<file path="config.mk">
export PLATFORM = sky130hd
export DESIGN_NAME = alu_exec_seq
export DESIGN_NICKNAME = d
export VERILOG_FILES = /design/src/rtl/alu_ctrl_pkg.sv /design/src/rtl/alu_exec_sel_decode.sv /design/src/rtl/alu_exec_seq.sv
export SDC_FILE = /design/constraint.sdc
export NUM_CORES = 1
export LEC_CHECK = 0
export CORE_ASPECT_RATIO = 0.75
export CORE_MARGIN = 5
export CORE_UTILIZATION = 30
export CTS_CLUSTER_DIAMETER = 60
export DETAILED_ROUTE_END_ITERATION = 8
export HOLD_SLACK_MARGIN = 0.08
export PLACE_DENSITY = 0.56
export SYNTH_ARGS = -nofsm -noshare
export SYNTH_HDL_FRONTEND = slang
export SYNTH_SLANG_ARGS = --single-unit
</file>
<file path="constraint.sdc">
create_clock -name clock -period 1.8 [get_ports clock]
set_input_delay 0.45 -clock clock [delete_from_list [all_inputs] [get_ports clock]]
set_output_delay 0.45 -clock clock [all_outputs]
set_load 0.05 [all_outputs]
</file>
<file path="src/rtl/alu_ctrl_pkg.sv">
// Shared encodings for the execute-stage sequencer: op classes, ALU operand
// select codes and the sequencer state.
package alu_ctrl_pkg;

   // Decoded instruction classes; codes 5..7 are illegal.
   localparam logic [2:0] OPC_R     = 3'd0;
   localparam logic [2:0] OPC_I     = 3'd1;
   localparam logic [2:0] OPC_LOAD  = 3'd2;
   localparam logic [2:0] OPC_STORE = 3'd3;
   localparam logic [2:0] OPC_JALR  = 3'd4;

   // rs2-side operand mux codes.
   localparam logic [1:0] RS2_SEL_PC    = 2'd0;
   localparam logic [1:0] RS2_SEL_IMM_S = 2'd1;
   localparam logic [1:0] RS2_SEL_IMM_I = 2'd2;
   localparam logic [1:0] RS2_SEL_RS2   = 2'd3;

   // rs1-side operand mux codes (3 is reserved).
   localparam logic [1:0] RS1_SEL_RS1  = 2'd0;
   localparam logic [1:0] RS1_SEL_FOUR = 2'd1;
   localparam logic [1:0] RS1_SEL_ZERO = 2'd2;

   // JALR targets always have bit 0 cleared.
   localparam logic [31:0] TARGET_MASK = ~32'h1;

   typedef enum logic [1:0] {
      ST_IDLE = 2'd0,
      ST_EX1  = 2'd1,
      ST_EX2  = 2'd2,
      ST_DONE = 2'd3
   } state_e;

   // True for the reserved class codes 5..7.
   function automatic logic is_reserved_class(input logic [2:0] op_class);
      return op_class > OPC_JALR;
   endfunction

endpackage

</file>
<file path="src/rtl/alu_exec_sel_decode.sv">
// Combinational decode of (state, latched op class) into ALU operand selects
// and the capture strobes used by the sequencer's result registers.
module alu_exec_sel_decode
   import alu_ctrl_pkg::*;
#(
   parameter bit ILLEGAL_EN = 1'b1
) (
   input  state_e     state,
   input  logic [2:0] op_class,
   output logic [1:0] rs1_sel,
   output logic [1:0] rs2_sel,
   output logic       cap_ex1,
   output logic       cap_ex2,
   output logic       is_jalr,
   output logic       is_illegal
);

   logic [2:0] eff_class;

   // Classify the latched op; reserved codes fold to R-type when illegal
   // detection is disabled.
   always_comb begin
      is_illegal = ILLEGAL_EN && is_reserved_class(op_class);
      eff_class  = (!ILLEGAL_EN && is_reserved_class(op_class)) ? OPC_R : op_class;
      is_jalr    = (eff_class == OPC_JALR);
   end

   // Drive operand selects per state; idle/done park on rs1 + rs2.
   always_comb begin
      // NOTE: every output gets a default first so no path leaves it unassigned and infers a latch.
      rs1_sel = RS1_SEL_RS1;
      rs2_sel = RS2_SEL_RS2;
      cap_ex1 = 1'b0;
      cap_ex2 = 1'b0;
      case (state)
         ST_EX1: begin
            cap_ex1 = 1'b1;
            if (is_illegal) begin
               rs1_sel = RS1_SEL_ZERO;
               rs2_sel = RS2_SEL_RS2;
            end else begin
               case (eff_class)
                  OPC_I, OPC_LOAD, OPC_JALR: rs2_sel = RS2_SEL_IMM_I;
                  OPC_STORE:                 rs2_sel = RS2_SEL_IMM_S;
                  default:                   rs2_sel = RS2_SEL_RS2;
               endcase
            end
         end
         ST_EX2: begin
            cap_ex2 = 1'b1;
            rs1_sel = RS1_SEL_FOUR;
            rs2_sel = RS2_SEL_PC;
         end
         default: ;
      endcase
   end

endmodule

</file>
<file path="src/rtl/alu_exec_seq.sv">
// Execute-stage sequencer: accepts one decoded instruction, steers the shared
// ALU through one (or two, for JALR) cycles and hands the result to writeback.
module alu_exec_seq
   import alu_ctrl_pkg::*;
#(
   parameter int TAG_W      = 4,
   parameter bit ILLEGAL_EN = 1'b1
) (
   input  logic             clock,
   input  logic             reset,
   input  logic             io_in_valid,
   output logic             io_in_ready,
   input  logic [2:0]       io_op_class,
   input  logic [TAG_W-1:0] io_in_tag,
   input  logic             io_flush,
   output logic [1:0]       io_rs2_mux_sel,
   output logic [1:0]       io_rs1_mux_sel,
   input  logic [31:0]      io_alu_result,
   output logic             io_out_valid,
   input  logic             io_out_ready,
   output logic [31:0]      io_out_result,
   output logic [31:0]      io_out_target,
   output logic [TAG_W-1:0] io_out_tag,
   output logic             io_out_illegal,
   output logic             io_busy
);

   state_e     state, state_nxt;
   logic [2:0] op_class_q;
   logic       accept;
   logic       cap_ex1, cap_ex2, is_jalr, is_illegal;

   alu_exec_sel_decode #(
      .ILLEGAL_EN (ILLEGAL_EN)
   ) u_decode (
      .state      (state),
      .op_class   (op_class_q),
      .rs1_sel    (io_rs1_mux_sel),
      .rs2_sel    (io_rs2_mux_sel),
      .cap_ex1    (cap_ex1),
      .cap_ex2    (cap_ex2),
      .is_jalr    (is_jalr),
      .is_illegal (is_illegal)
   );

   // Handshake: ready when idle or when the finished result leaves this cycle.
   always_comb begin
      io_in_ready  = reset && !io_flush &&
                     ((state == ST_IDLE) || (state == ST_DONE && io_out_ready));
      accept       = io_in_valid && io_in_ready;
      io_out_valid = (state == ST_DONE);
      io_busy      = (state != ST_IDLE);
   end

   // Next-state logic; flush wins over every other transition.
   always_comb begin
      state_nxt = state;
      case (state)
         ST_IDLE: if (accept) state_nxt = ST_EX1;
         ST_EX1:  state_nxt = is_jalr ? ST_EX2 : ST_DONE;
         ST_EX2:  state_nxt = ST_DONE;
         ST_DONE: if (io_out_ready) state_nxt = accept ? ST_EX1 : ST_IDLE;
         default: state_nxt = ST_IDLE;
      endcase
      if (io_flush) state_nxt = ST_IDLE;
   end

   // State, latched instruction info and captured ALU results.
   always_ff @(posedge clock) begin
      // NOTE: sequential state uses non-blocking assignments so every register samples pre-edge values.
      if (!reset) begin
         state          <= ST_IDLE;
         op_class_q     <= OPC_R;
         io_out_tag     <= '0;
         io_out_result  <= '0;
         io_out_target  <= '0;
         io_out_illegal <= 1'b0;
      end else begin
         state <= state_nxt;
         if (accept) begin
            op_class_q <= io_op_class;
            io_out_tag <= io_in_tag;
         end
         // A flushed instruction captures nothing; previous results stay put.
         if (!io_flush) begin
            if (cap_ex1) begin
               io_out_illegal <= is_illegal;
               io_out_target  <= is_jalr ? (io_alu_result & TARGET_MASK) : 32'h0;
               if (!is_jalr) io_out_result <= is_illegal ? 32'h0 : io_alu_result;
            end
            if (cap_ex2) io_out_result <= io_alu_result;
         end
      end
   end

endmodule
</file>
==> impl_metrics.toml <==
[run_status]
status = "complete, but fails checks"
violations = "setup timing"

[floorplan]
rows = 32
start_util = 0.311
core_um2 = 10400
die_w_um = 130
die_y_um = 99.9
die-area_um2 = 13000
io_pins = 120

[synthesis]
synth_nets = 410
synth_cells = 361
synth-edff-count = 0
synthTopCellsByArea = "dfxtp_1, mux2i_1, a21boi_0"
yosys_register_bits = 73
syn_area_per_cell_um2 = 8.96
synth_area_um2 = 3230
yosysMostFrequentCell = "dfxtp_1"
yosys-top-cells-count = "dfxtp_1, nand2_1, a21boi_0, nand3_1"
yosys.area.top_type = "dfxtp_1"
synthFlopType = "dfxtp_1"
synth_cell_types = 30
synth_top_area_share = 0.452
ys_seq_area_frac = 0.452
yosysWarnings = 0
async_flop_share = 0

[grt]
grt_pass1_wl_um = 16500
use_met2 = 0.236
grt_busiest_layer = "met2"
grt_max_degree = 58
gr-total-overflow = 0
grt_usage = 0.160
grt_util_met3 = 0.0665
antenna_found_initial = 0
grt_pass1_vias = 3158
grt.met1_usage = 0.216

[flow_run]
drv_cap = 0

[worst_setup_path]
cp-end-kind = "output pin"
critPathRequiredTime_ps = 1350
worstSetupPathType = "reg2out"
critPathLaunchType = "flop"
cp.arrival_ps = 1410
cp_max_fo = 4

[cts]
cts_sinks = 73
clk_pin_slew_worst_paths_ps = 50
cts_tree = "yes"
clock_path_buffers = 2
cts_buffers = 9
root_buffer = "clkbuf_16"
cts_max_level = 3
holdBufCountCts = 0
clock_latency_ps = 330

[routing]
firstDrtPassIters = 4
drc_errors = 0
drtIter0Drc = 118
wirelength_um = 10400
ant_nets = 0
wl_per_cell_um = 16.7
routed_via_density = 4.87
num_vias = 3018

[cells_and_area]
syn_to_final_growth_pct = 53.3
num_antenna_cells = 0
seq_area_um2 = 1470
finish.utilization = 0.476
nFillCells = 1021
fin_nets = 528
drive_gt1_frac = 0.277
multiInputGateArea_um2 = 1720

[sta]
rsz0062_at_grt = "yes"
fin_crit_ps = 1860
clock_skew_ps = 6.38
clock.fmax_ghz = 0.538
whs_ps = 460
setup_viol = 4
slew_viol_final = 0
hold_viol_final = 0
fin_ws_ps = -58.6
min_period_over_period = 1.03
tns_ps = -175

[placed_design]
io_buffers = 118
post-dp-hpwl_um = 7280
dp_slack_ps = -93.7
gp_congestion = 0.779

[power_and_ir_drop]
p_leak_nw = 1.84
power_density_nw_per_um2 = 818
max-vdd-ir-drop_mv = 0.415
total_power_mw = 4.06

[hold_path]
hp-class = "reg2reg"
-- cell families after synthesis --
family / share of synthesized area
flops: 0.452
mux: 0.0990
other cells: 0.00116
simple gates: 0.171
compound gates: 0.203
fa+ha+maj: 0.0193
buf+inv: 0.0518
xor+xnor: 0.00271
-- report_power, final --
group	leakage [nW]	switching (mW)	internal, mW
clock	0.144	0.664	1.11
combinational	1.10	0.343	0.264
sequential	0.593	0.0266	1.65
total	1.84	1.03	3.02
-- worst paths after layout --
check | from | endpoint | slack, ps | depth (start not counted)
min | io_out_result[19] | io_out_result[19] | 460 | 2
max reg2reg | state[0] | io_out_result[4] | 200 | 7
max | state[0] | io_rs2_mux_sel[1] | -60 | 6
min reg2reg | io_out_result[19] | io_out_result[19] | 460 | 2
-- critical path, cell delays in order, from the launching register on --
cell     delay (ps)
dfxtp_4         390
inv_4            60
ha_4            170
inv_4            60
nor2_4           40
a41oi_4         170
buf_6           180
-- stage by stage --
stage	instances	cell area [um2]
6_report	620	4960
4_1_cts	618	4940
2_1_floorplan	361	3280
5_1_grt	620	4960
3_5_place_dp	599	4540
3_3_place_gp	599	4540
-- state kept, by name, indices dropped and copies added (netlist names) --
name,count
op_class_q,3
state,2
io_out_illegal,1
io_out_target,31
io_out_result,32
io_out_tag,4
-- metal layers --
layer | vias up | share of wire
li1 | 1501 | -
met1 | 1410 | 0.47
met2 | 97 | 0.43
met3 | 10 | 0.091
met4 | 0 | 0.0096
met5 | - | 0
-- cell type report --
class / instances / area share
clock buffers: 13 / 0.0505
clock inverters: 3 / 0.00807
inverters: 5 / 0.00530
multi-input cells: 250 / 0.347
flip-flops and latches: 73 / 0.297
well taps: 136 / 0.0343
repair buffers: 140 / 0.258
-- layout by cell type (no fill, tap or decap), types with 2 or more instances in the layout --
cell             count
o21ai_0              8
buf_6                4
dfxtp_1             69
nor2_4               2
buf_4               84
clkbuf_16            9
a21boi_0            39
nand2b_1             6
nand3_1             39
mux2i_1             32
nand2_1             65
clkbuf_1             3
dfxtp_2              2
dfxtp_4              2
clkdlybuf4s50_1     41
ha_4                 3
a21oi_1              2
clkinv_2             2
buf_12               9
o211ai_1            32
a21oi_4              3
a21o_1               2
inv_4                3
-- timing repair --
item,in CTS,in global routing
setup buffers,3,2
gates resized for setup,25,1
gates cloned,0,0
pin swaps,5,2
setup endpoints to repair,6,6
Power figures use the tool's default switching activity.
